$ cat src/rtl/serial_alu_sequencer.sv
// Bit-serial sequencer that drives one external combinational ALU bit slice for WIDTH cycles.
// Optional overflow output is compiled in with `define SERIAL_ALU_OVERFLOW_EN.
module serial_alu_sequencer #(
  parameter int WIDTH = 32
) (
  input  logic             clk,
  input  logic             rst_n,
  input  logic             op_valid,
  output logic             op_ready,
  input  logic [WIDTH-1:0] op_a,
  input  logic [WIDTH-1:0] op_b,
  input  logic [2:0]       op_sel,
  output logic             slice_a,
  output logic             slice_b,
  output logic [2:0]       slice_s,
  output logic             slice_carry_in,
  output logic             slice_k_in,
  output logic             slice_ans_in,
  output logic             slice_first,
  input  logic             slice_out,
  input  logic             slice_carry_out,
  input  logic             slice_k_out,
  input  logic             slice_ans_out,
  output logic             res_valid,
  input  logic             res_ready,
  output logic [WIDTH-1:0] result,
  output logic             carryout,
`ifdef SERIAL_ALU_OVERFLOW_EN
  output logic             overflow,
`endif
  output logic             zero
);

  localparam int IW = (WIDTH > 2) ? $clog2(WIDTH) : 1;
  localparam logic [2:0]    OP_ADD  = 3'd0;
  localparam logic [2:0]    OP_SUB  = 3'd1;
  localparam logic [2:0]    OP_SLT  = 3'd3;
  localparam logic [IW-1:0] IDX_TOP = IW'(WIDTH - 1);

  typedef enum logic [1:0] {IDLE, RUN, DONE} state_t;

  state_t           state, state_nxt;
  logic [WIDTH-1:0] a_q, b_q, res_q;
  logic [2:0]       sel_q;
  logic [IW-1:0]    idx;
  logic             carry_q, k_q, ans_q, cout_q, zero_q, vld_q;
  logic             is_slt, is_arith, last;
`ifdef SERIAL_ALU_OVERFLOW_EN
  logic             ovf_q;
`endif

  assign is_slt   = (sel_q == OP_SLT);
  assign is_arith = (sel_q == OP_ADD) || (sel_q == OP_SUB);
  // SLT walks MSB->LSB so the sign bit is compared first; everything else ripples LSB->MSB.
  assign last     = is_slt ? (idx == '0) : (idx == IDX_TOP);

  always_comb begin
    state_nxt = state;
    case (state)
      IDLE:    if (op_valid) state_nxt = RUN;
      RUN:     if (last) state_nxt = DONE;
      DONE:    if (vld_q && res_ready) state_nxt = IDLE;
      default: state_nxt = IDLE;
    endcase
  end

  always_comb begin
    slice_a        = 1'b0;
    slice_b        = 1'b0;
    slice_s        = 3'd0;
    slice_carry_in = 1'b0;
    slice_k_in     = 1'b0;
    slice_ans_in   = 1'b0;
    slice_first    = 1'b0;
    if (state == RUN) begin
      slice_a        = a_q[idx];
      slice_b        = b_q[idx] ^ (sel_q == OP_SUB);
      slice_s        = sel_q;
      slice_carry_in = carry_q;
      slice_k_in     = k_q;
      slice_ans_in   = ans_q;
      slice_first    = is_slt && (idx == IDX_TOP);
    end
  end

  always_ff @(posedge clk) begin
    if (!rst_n) begin
      state   <= IDLE;
      a_q     <= '0;
      b_q     <= '0;
      sel_q   <= 3'd0;
      idx     <= '0;
      carry_q <= 1'b0;
      k_q     <= 1'b0;
      ans_q   <= 1'b0;
      res_q   <= '0;
      cout_q  <= 1'b0;
      zero_q  <= 1'b0;
      vld_q   <= 1'b0;
`ifdef SERIAL_ALU_OVERFLOW_EN
      ovf_q   <= 1'b0;
`endif
    end else begin
      state <= state_nxt;
      case (state)
        IDLE: if (op_valid) begin
          a_q     <= op_a;
          b_q     <= op_b;
          sel_q   <= op_sel;
          carry_q <= (op_sel == OP_SUB);
          k_q     <= 1'b1;
          ans_q   <= 1'b0;
          idx     <= (op_sel == OP_SLT) ? IDX_TOP : '0;
        end
        RUN: begin
          carry_q <= slice_carry_out;
          k_q     <= slice_k_out;
          ans_q   <= slice_ans_out;
          if (!is_slt) res_q[idx] <= slice_out;
          if (last) begin
            if (is_slt) res_q <= {{(WIDTH-1){1'b0}}, slice_ans_out};
            cout_q <= is_arith && slice_carry_out;
`ifdef SERIAL_ALU_OVERFLOW_EN
            // carry_q is the carry into the MSB on the final ADD/SUB cycle
            ovf_q  <= is_arith && (carry_q ^ slice_carry_out);
`endif
          end else begin
            idx <= is_slt ? idx - IW'(1) : idx + IW'(1);
          end
        end
        DONE: begin
          // first DONE cycle settles zero from the completed result, then presents it
          if (!vld_q) begin
            vld_q  <= 1'b1;
            zero_q <= (res_q == '0);
          end else if (res_ready) begin
            vld_q  <= 1'b0;
          end
        end
        default: ;
      endcase
    end
  end

  assign op_ready  = (state == IDLE);
  assign res_valid = vld_q;
  assign result    = res_q;
  assign carryout  = cout_q;
  assign zero      = zero_q;
`ifdef SERIAL_ALU_OVERFLOW_EN
  assign overflow  = ovf_q;
`endif

endmodule
$ cat config.mk
export PLATFORM = sky130hd
export DESIGN_NAME = serial_alu_sequencer
export DESIGN_NICKNAME = d
export VERILOG_FILES = /design/src/rtl/serial_alu_sequencer.sv
export SDC_FILE = /design/constraint.sdc
export NUM_CORES = 1
export LEC_CHECK = 0
export ABC_CLOCK_PERIOD_IN_PS = 3270
export CORE_ASPECT_RATIO = 0.7
export CORE_MARGIN = 2
export CORE_UTILIZATION = 54
export DETAILED_ROUTE_END_ITERATION = 8
export PLACE_DENSITY = 0.85
export SYNTH_ARGS = -nofsm -noshare
export SYNTH_HDL_FRONTEND = slang
export SYNTH_SLANG_ARGS = --single-unit
$ cat constraint.sdc
create_clock -name clk -period 3.27 [get_ports clk]
set_input_delay 0.4905 -clock clk [delete_from_list [all_inputs] [get_ports clk]]
set_output_delay 0.4905 -clock clk [all_outputs]
set_load 0.1 [all_outputs]
# Yosys cells after proc, flatten, opt, wreduce, memory -nomap -nowiden
# Index checks and enable logic that the tools add are counted.
# word_totals
output_inout_bits	45
ff_bits	112
inputBits	75
word_cells	80
# op_classes
n_reduce_logical	16
n_lt_le_gt_ge	2
muxes	35
addsub	2
n_eq_ne	11
n_bitwise	2
# ops
operator	n
$mux W32	3
$bwmux W32	1
$logic_not A32 Y1	1
$mux W5	4
$mux W1	15
$bmux W1 S5	2
$pmux W5 S2	1
$ne A2 B2 Y1 const B	4
$reduce_and A2 Y1	4
$eq A3 B1 Y1 const B	2
$eq A3 B2 Y1 const B	2
$lt A5 B6 Y1 const B	1
$mux W2	3
$pmux W1 S2	3
$pmux W2 S3	1
$reduce_and A3 Y1	2
$add A5 B1 Y5 const B	1
$demux W1 S5	1
$eq A5 B5 Y1 const B	1
$ge A5 B1 Y1 const B	1
$logic_not A5 Y1	1
$sub A5 B1 Y5 const B	1
$logic_and A1 B1 Y1	4
$logic_not A3 Y1	1
8 further kinds	8

# Logic depth before layout (Yosys ltp)
# Gate-level depths: netlist of the first run.
# depth
word_depth	8
depth_mapped	10
depth_no_buf	7

# Least setup slack after synthesis of the first run
# Ideal clock, no wire load.
# synth_timing
kind	register -> output
start	reg state[1]
end	out slice_first
required_ns	2.779
path_stages_with_launch	5
slack_ns	-0.999
arrival_ns	3.778
n_path_buf	2
cell_sequence	dfxtp_1 > nand2b_1 > clkbuf_1 > clkbuf_1 > nor4_1
# synth_between
elab_chain_len	2
# synth_rtl
item	line	text
from (decl)	42	state_t state, state_nxt;
from (signal assigned)	104	state <= state_nxt;
$eq A2 B1 Y1	75	if (state == RUN) begin
$mux W1	75	
to (decl)	19	output logic slice_first,
# Every way passes these cells.

# Worst setup path after layout of the first run
# layout_timing
start	reg idx[1]
end	out slice_b
# layout_between
elab_chain_len	4
# layout_rtl
item	line	text
from (decl)	45	logic [IW-1:0] idx;
from (signal assigned)	113	idx <= (op_sel == OP_SLT) ? IDX_TOP : '0;
from (signal assigned)	128	idx <= is_slt ? idx - IW'(1) : idx + IW'(1);
$bmux W1 S5	77	slice_b = b_q[idx] ^ (sel_q == OP_SUB);
$mux W1 (not written as such)	77	
$xor A1 B1 Y1	77	
$mux W1	75	
to (decl)	14	output logic slice_b,
# Every way passes these cells. The select of a mux whose other input is x is not followed.

==> results of run 1 <==
-- registers in the layout, indices dropped and copies added (netlist names) --
name       flops
a_q           32
b_q           32
result        32
idx            5
sel_q          3
state          2
ans_q          1
carry_q        1
carryout       1
k_q            1
res_valid      1
zero           1
-- layout by cell type (no fill, tap or decap), types with 4 or more instances in the layout --
cell and instances:
and2_1 7, nor3_1 13, o21ai_0 28, nor3b_1 4, mux2i_1 22, a21oi_1 112
a22o_1 8, nand2b_1 6, buf_4 48, nand3_1 10, nor2_1 28, clkbuf_16 9
o22ai_1 6, nand2_1 175, dfxtp_1 110, mux4_2 9, a22oi_1 5, clkdlybuf4s50_1 86
nor4_1 9
-- layout make-up --
class                           instances  area [sq um]
Clock inverter                          6           115
Inverter                                4          15.0
Tap cell                              124           155
Clock buffer                           10           229
Sequential cell                       112          2240
Multi-Input combinational cell        484          2700
Timing Repair Buffer                  138          1290
Fill cell                             727          2400
-- Yosys cell counts (2+ instances only) --
library cell,instances,share of area [%]
buf_1,2,0.15
inv_1,3,0.22
nand2_1,176,13
a22oi_1,5,0.73
mux4_2,9,3.9
mux2i_1,22,4.3
nand3_1,10,0.98
a21o_1,3,0.44
nor2b_1,3,0.37
and2_1,8,0.98
nand4_1,2,0.24
clkbuf_1,36,2.6
nor3b_1,4,0.59
nor2_1,28,2.0
a21oi_1,112,11
or3_1,2,0.24
o22ai_1,6,0.73
o21ai_0,28,2.7
o32ai_1,3,0.51
a22o_1,8,1.4
buf_4,2,0.29
nor4_1,10,1.2
nor3_1,13,1.3
nand2b_1,6,0.73
buf_2,7,0.68
dfxtp_1,112,44
o31a_1,3,0.51
-- through the flow --
stage               power (mW)  setup slack [ns]  instances  util, %  area, sq um
detailed placement        1.99             0.465        862     70.0         6400
global route              3.33            0.0532        878     73.8         6750
global placement          1.97             0.597        862     70.0         6400
floorplan                 1.80             0.162        648        -         5150
finish                    3.22            0.0996        878     73.8         6750
CTS                       3.22            0.0759        878     73.7         6740
-- cells by family after synthesis --
kind of cell | count (synthesis) | synth area share [%]
flops | 112 | 43.7
compound gates | 175 | 19.1
buf+inv | 52 | 4.14
simple gates | 275 | 24.2
xor+xnor | 1 | 0.171
fa+ha+maj | 1 | 0.244
mux | 32 | 8.46
-- worst min-delay path: stages (launching register included) --
cell and delay, ns:
dfxtp_1 0.31, nand2_1 0.05, a21oi_1 0.05
-- power by group through the flow --
stage	clock network, mW	logic [mW]	registers (mW)
CTS	1.26	0.484	1.48
global route	1.32	0.531	1.48
detailed placement	0	0.481	1.51
finish	1.25	0.488	1.48
floorplan	0	0.298	1.50
global placement	0	0.468	1.50
-- routing by layer --
metal  wire, um  vias to the layer above  GRT usage, %
li1           -                     2456             -
met1       6620                     2377          42.0
met2       6480                      267          43.0
met3       1390                       34          7.85
met4        300                        0          10.5
met5          0                        -             0
-- path summary, 6_finish.rpt --
kind              slack (ns)      from  depth (start not counted)        end
setup / recovery         0.1    idx[1]                          6    slice_b
hold / removal          0.46    a_q[5]                          2     a_q[5]
setup reg to reg        0.86  state[1]                          5  result[1]
hold reg to reg         0.46    a_q[5]                          2     a_q[5]
==> impl_metrics.ini, run 1 <==
[status]
status = finished clean

[power]
pwr-share-seq_pct = 45.9
clockPowerShare_pct = 38.9
p_int_mw = 2.39
swShare_pct = 25.7
comb_power_share_pct = 15.2
p_leak_nw = 2.46
powerDensity_nw_per_um2 = 477
power_switching_uw = 827
worst_ir_drop_vdd_mv = 0.327

[synthesis]
synth.avg_cell_area_sq_um = 7.92
synth-edff-count = 0
ys.flop_type = dfxtp_1
ys_warn_count = 0
syn_nets = 724
syn-cell-area_sq_um = 5130
synth.ff_latch_count = 112
synth.distinct_cells = 52
ys_async_sr_fraction_pct = 0
ys_seq_area_share_pct = 43.7
synth_cells = 648

[routing]
dr_total_vias = 5134
drtIter0Drc = 686
via_per_inst = 5.85
wl_mm = 14.8
drc_errors = 0
firstDrtPassIters = 5
antenna_left = 0
wl_per_cell_um = 16.9

[critical_path]
required_ns = 2.78
arrival_ns = 2.68
endpoint_kind = output port
crit_path_max_fanout = 14
crit_chain = mux2i_1, o22ai_1, mux4_2, nor3_1, mux2_2, buf_12
worst-setup-path-type = flip-flop to output port
start_kind = flip-flop
critical_path_buf_inv_count = 1
worst_path_max_delay_cell = dfxtp_2
cp_top_family = multiplexers
max_stage_delay_ns = 0.61

[placement]
io_buffers = 119
gp_congestion = 0.941
dp_hpwl_mm = 10.5

[floorplanning]
dieArea_sq_um = 10300
num_rows = 29
fp.dieW_um = 121
die_h_um = 85.6
io_pins = 120
floorplan.initialDensity_pct = 56.1
coreArea_sq_um = 9140

[timing]
final-hold-violation-count = 0
worst_pin_slew_ns = 1.02
fin_skew_ns = 0.00431
maxSlewHeadroom_pct = 31.9
min_period_over_period_pct = 97.0
setup_tns_ns = 0
max_freq_mhz = 315
fin_crit_ns = 3.17
holdWs_ns = 0.456
rsz0062_at_grt = false
final_max_slew_viol_count = 0
setup_viol = 0

[cells_and_area]
drive_above_1_share_pct = 12.2
antennaDiodeCount = 0
fin_nets = 825
syn2layout_area_growth_pct = 31.4

[clock_network]
clk_latency_ns = 0.35
postCtsHoldBufs = 0
cts-root-buf = clkbuf_16
clockBufferDepth = 2
path_clk_slew_ns = 0.07
post-cts-setup-buffer-count = 0
ctsResizeCount = 0
cts_buffers = 9
h-tree-depth = 3
cts.sinks = 112
cts_tree = done

[global_routing]
grt_overflow = 0
grt_pass1_wl_mm = 23.8
antenna_found_initial = 0
grt_pass1_vias = 4816
grt_use_total_pct = 29.4
grt_max_degree = 97

[min_path]
hold_path.class = flip-flop to flip-flop

[flow_run]
maxCapViolCount = 0
(Power assumes the default switching activity.)
==> inputs of run 2 (changes only) <==
--- a/config.mk
+++ b/config.mk
@@ -10,5 +10,6 @@
 export CORE_MARGIN = 2
-export CORE_UTILIZATION = 54
+export CORE_UTILIZATION = 40
 export DETAILED_ROUTE_END_ITERATION = 8
-export PLACE_DENSITY = 0.85
+export PLACE_DENSITY = 0.66
+export SKIP_LAST_GASP = 1
 export SYNTH_ARGS = -nofsm -noshare
==> constraint.sdc (replaced) <==
create_clock -name clk -period 3.27 [get_ports clk]
set_input_delay 0.654 -clock clk [delete_from_list [all_inputs] [get_ports clk]]
set_output_delay 0.654 -clock clk [all_outputs]
set_load 0.1 [all_outputs]
==> run 2 against run 1 <==
Against the previous run: first-iteration DRC count shrank 42%; power up 0.85%; clock skew up 0.0020 ns; critical endpoint unchanged; clock power is essentially flat; largest cell class unchanged; global-route usage is 8.1 points lower.
==> impl_metrics.ini, run 2 (synthesis results as in run 1) <==
[status]
status = finished clean

[routing]
via_per_inst = 5.44
dr_total_vias = 5008
firstDrtPassIters = 5
drtIter0Drc = 400
drc_errors = 0
antenna_left = 0
wl_per_cell_um = 16.2
wl_mm = 14.9

[cells_and_area]
drive_above_1_share_pct = 14.4
antennaDiodeCount = 0
final_area_sq_um = 6810
layout_common_cells = 175 x nand2_1, 112 x a21oi_1, 110 x dfxtp_1
fin_nets = 829
utilization_pct = 54.6
syn2layout_area_growth_pct = 32.6
final_common_cell = nand2_1

[global_routing]
grt_max_degree = 97
grt_pass1_wl_mm = 23.7
grt_use_total_pct = 21.3
grt_pass1_vias = 4712
grt_overflow = 0
antenna_found_initial = 0

[critical_path]
required_ns = 2.62
worst-setup-path-type = flip-flop to output port
r2r_setup_slack_ns = 0.88
r2r_cells = 5
start_kind = flip-flop
r2r_end = carryout
arrival_ns = 2.49
crit-reg2reg-launch = idx[2]
crit_path_max_fanout = 15
endpoint_kind = output port

[floorplanning]
coreArea_sq_um = 12500
fp.dieW_um = 139
floorplan.initialDensity_pct = 41.2
dieArea_sq_um = 13800
num_rows = 34
io_pins = 120
die_h_um = 98.8

[timing]
worst_pin_slew_ns = 1.01
setup_tns_ns = 0
fin_skew_ns = 0.00628
setup_viol = 0
holdWs_ns = 0.455
fin_crit_ns = 3.14
maxSlewHeadroom_pct = 32.5
max_freq_mhz = 318
final-hold-violation-count = 0
final_max_slew_viol_count = 0
min_period_over_period_pct = 96.1
rsz0062_at_grt = false

[placement]
placed_area_sq_um = 6440
io_buffers = 119
dp_hpwl_mm = 10.9
gp_congestion = 0.851

[clock_network]
clockBufferDepth = 2
path_clk_slew_ns = 0.07
cts.sinks = 112
cts_buffers = 9
clk_latency_ns = 0.35
post-cts-setup-buffer-count = 0
cts_tree = done
h-tree-depth = 3
cts-root-buf = clkbuf_16

[flow_run]
maxCapViolCount = 0

[min_path]
whs_path_depth = 2
min_to = a_q[2]
hold_path.startpoint = a_q[2]
hold_path.class = flip-flop to flip-flop

[power]
p_leak_nw = 2.51
worst_ir_drop_vdd_mv = 0.292
power.total_mw = 3.24
powerDensity_nw_per_um2 = 477
## run 2: through the flow
stage,instances,worst slack (ns)
final,920,0.128
after global routing,920,0.00512
after CTS,920,0.103
after detailed placement,904,0.361
after global placement,904,0.469
after floorplan,648,-0.00136
## run 2: report_power, final
group          leakage, nW  internal (mW)  switching, mW
combinational         1.42          0.208          0.279
clock                0.166          0.760          0.522
sequential           0.915           1.43         0.0489
total                 2.51           2.39          0.850
## run 2: repair_timing
item | 4_1_cts | 5_1_grt
endpoints found under the hold margin | 0 | 0
hold buffers | 0 | 0
endpoints found under the setup margin | 1 | 1
resized for setup | 1 | 2
## run 2: layer usage
layer  global-route usage, %  share of wire (%)
met5                       0                  0
met2                    30.4                 41
met4                    4.66               0.70
met1                    32.7                 51
met3                    4.57                7.4
## run 2: final cells by class
cell class                 instances  area, sq um
fill                            1187         5660
multi-input combinational        484         2700
sequential                       112         2250
timing repair buffer             142         1290
clock buffer                       9          225
tap                              162          203
clock inverter                     7          128
inverter                           4         15.0
## run 2: worst max-delay path, stage by stage (launching register included)
cell     delay, ns
dfxtp_4       0.51
mux2i_1       0.26
o22ai_1       0.10
mux4_2        0.47
nor3_1        0.22
mux2_2        0.39
buf_12        0.17
## run 2: worst max-delay path by stage
| stage | endpoint | from | depth (start not counted) |
|---|---|---|---|
| after floorplan | slice_first | state[1] | 4 |
| after global placement | slice_b | idx[1] | 7 |
| after detailed placement | slice_b | idx[1] | 7 |
| after CTS | slice_b | idx[1] | 7 |
| after global routing | slice_b | idx[1] | 6 |
| final | slice_b | idx[1] | 6 |
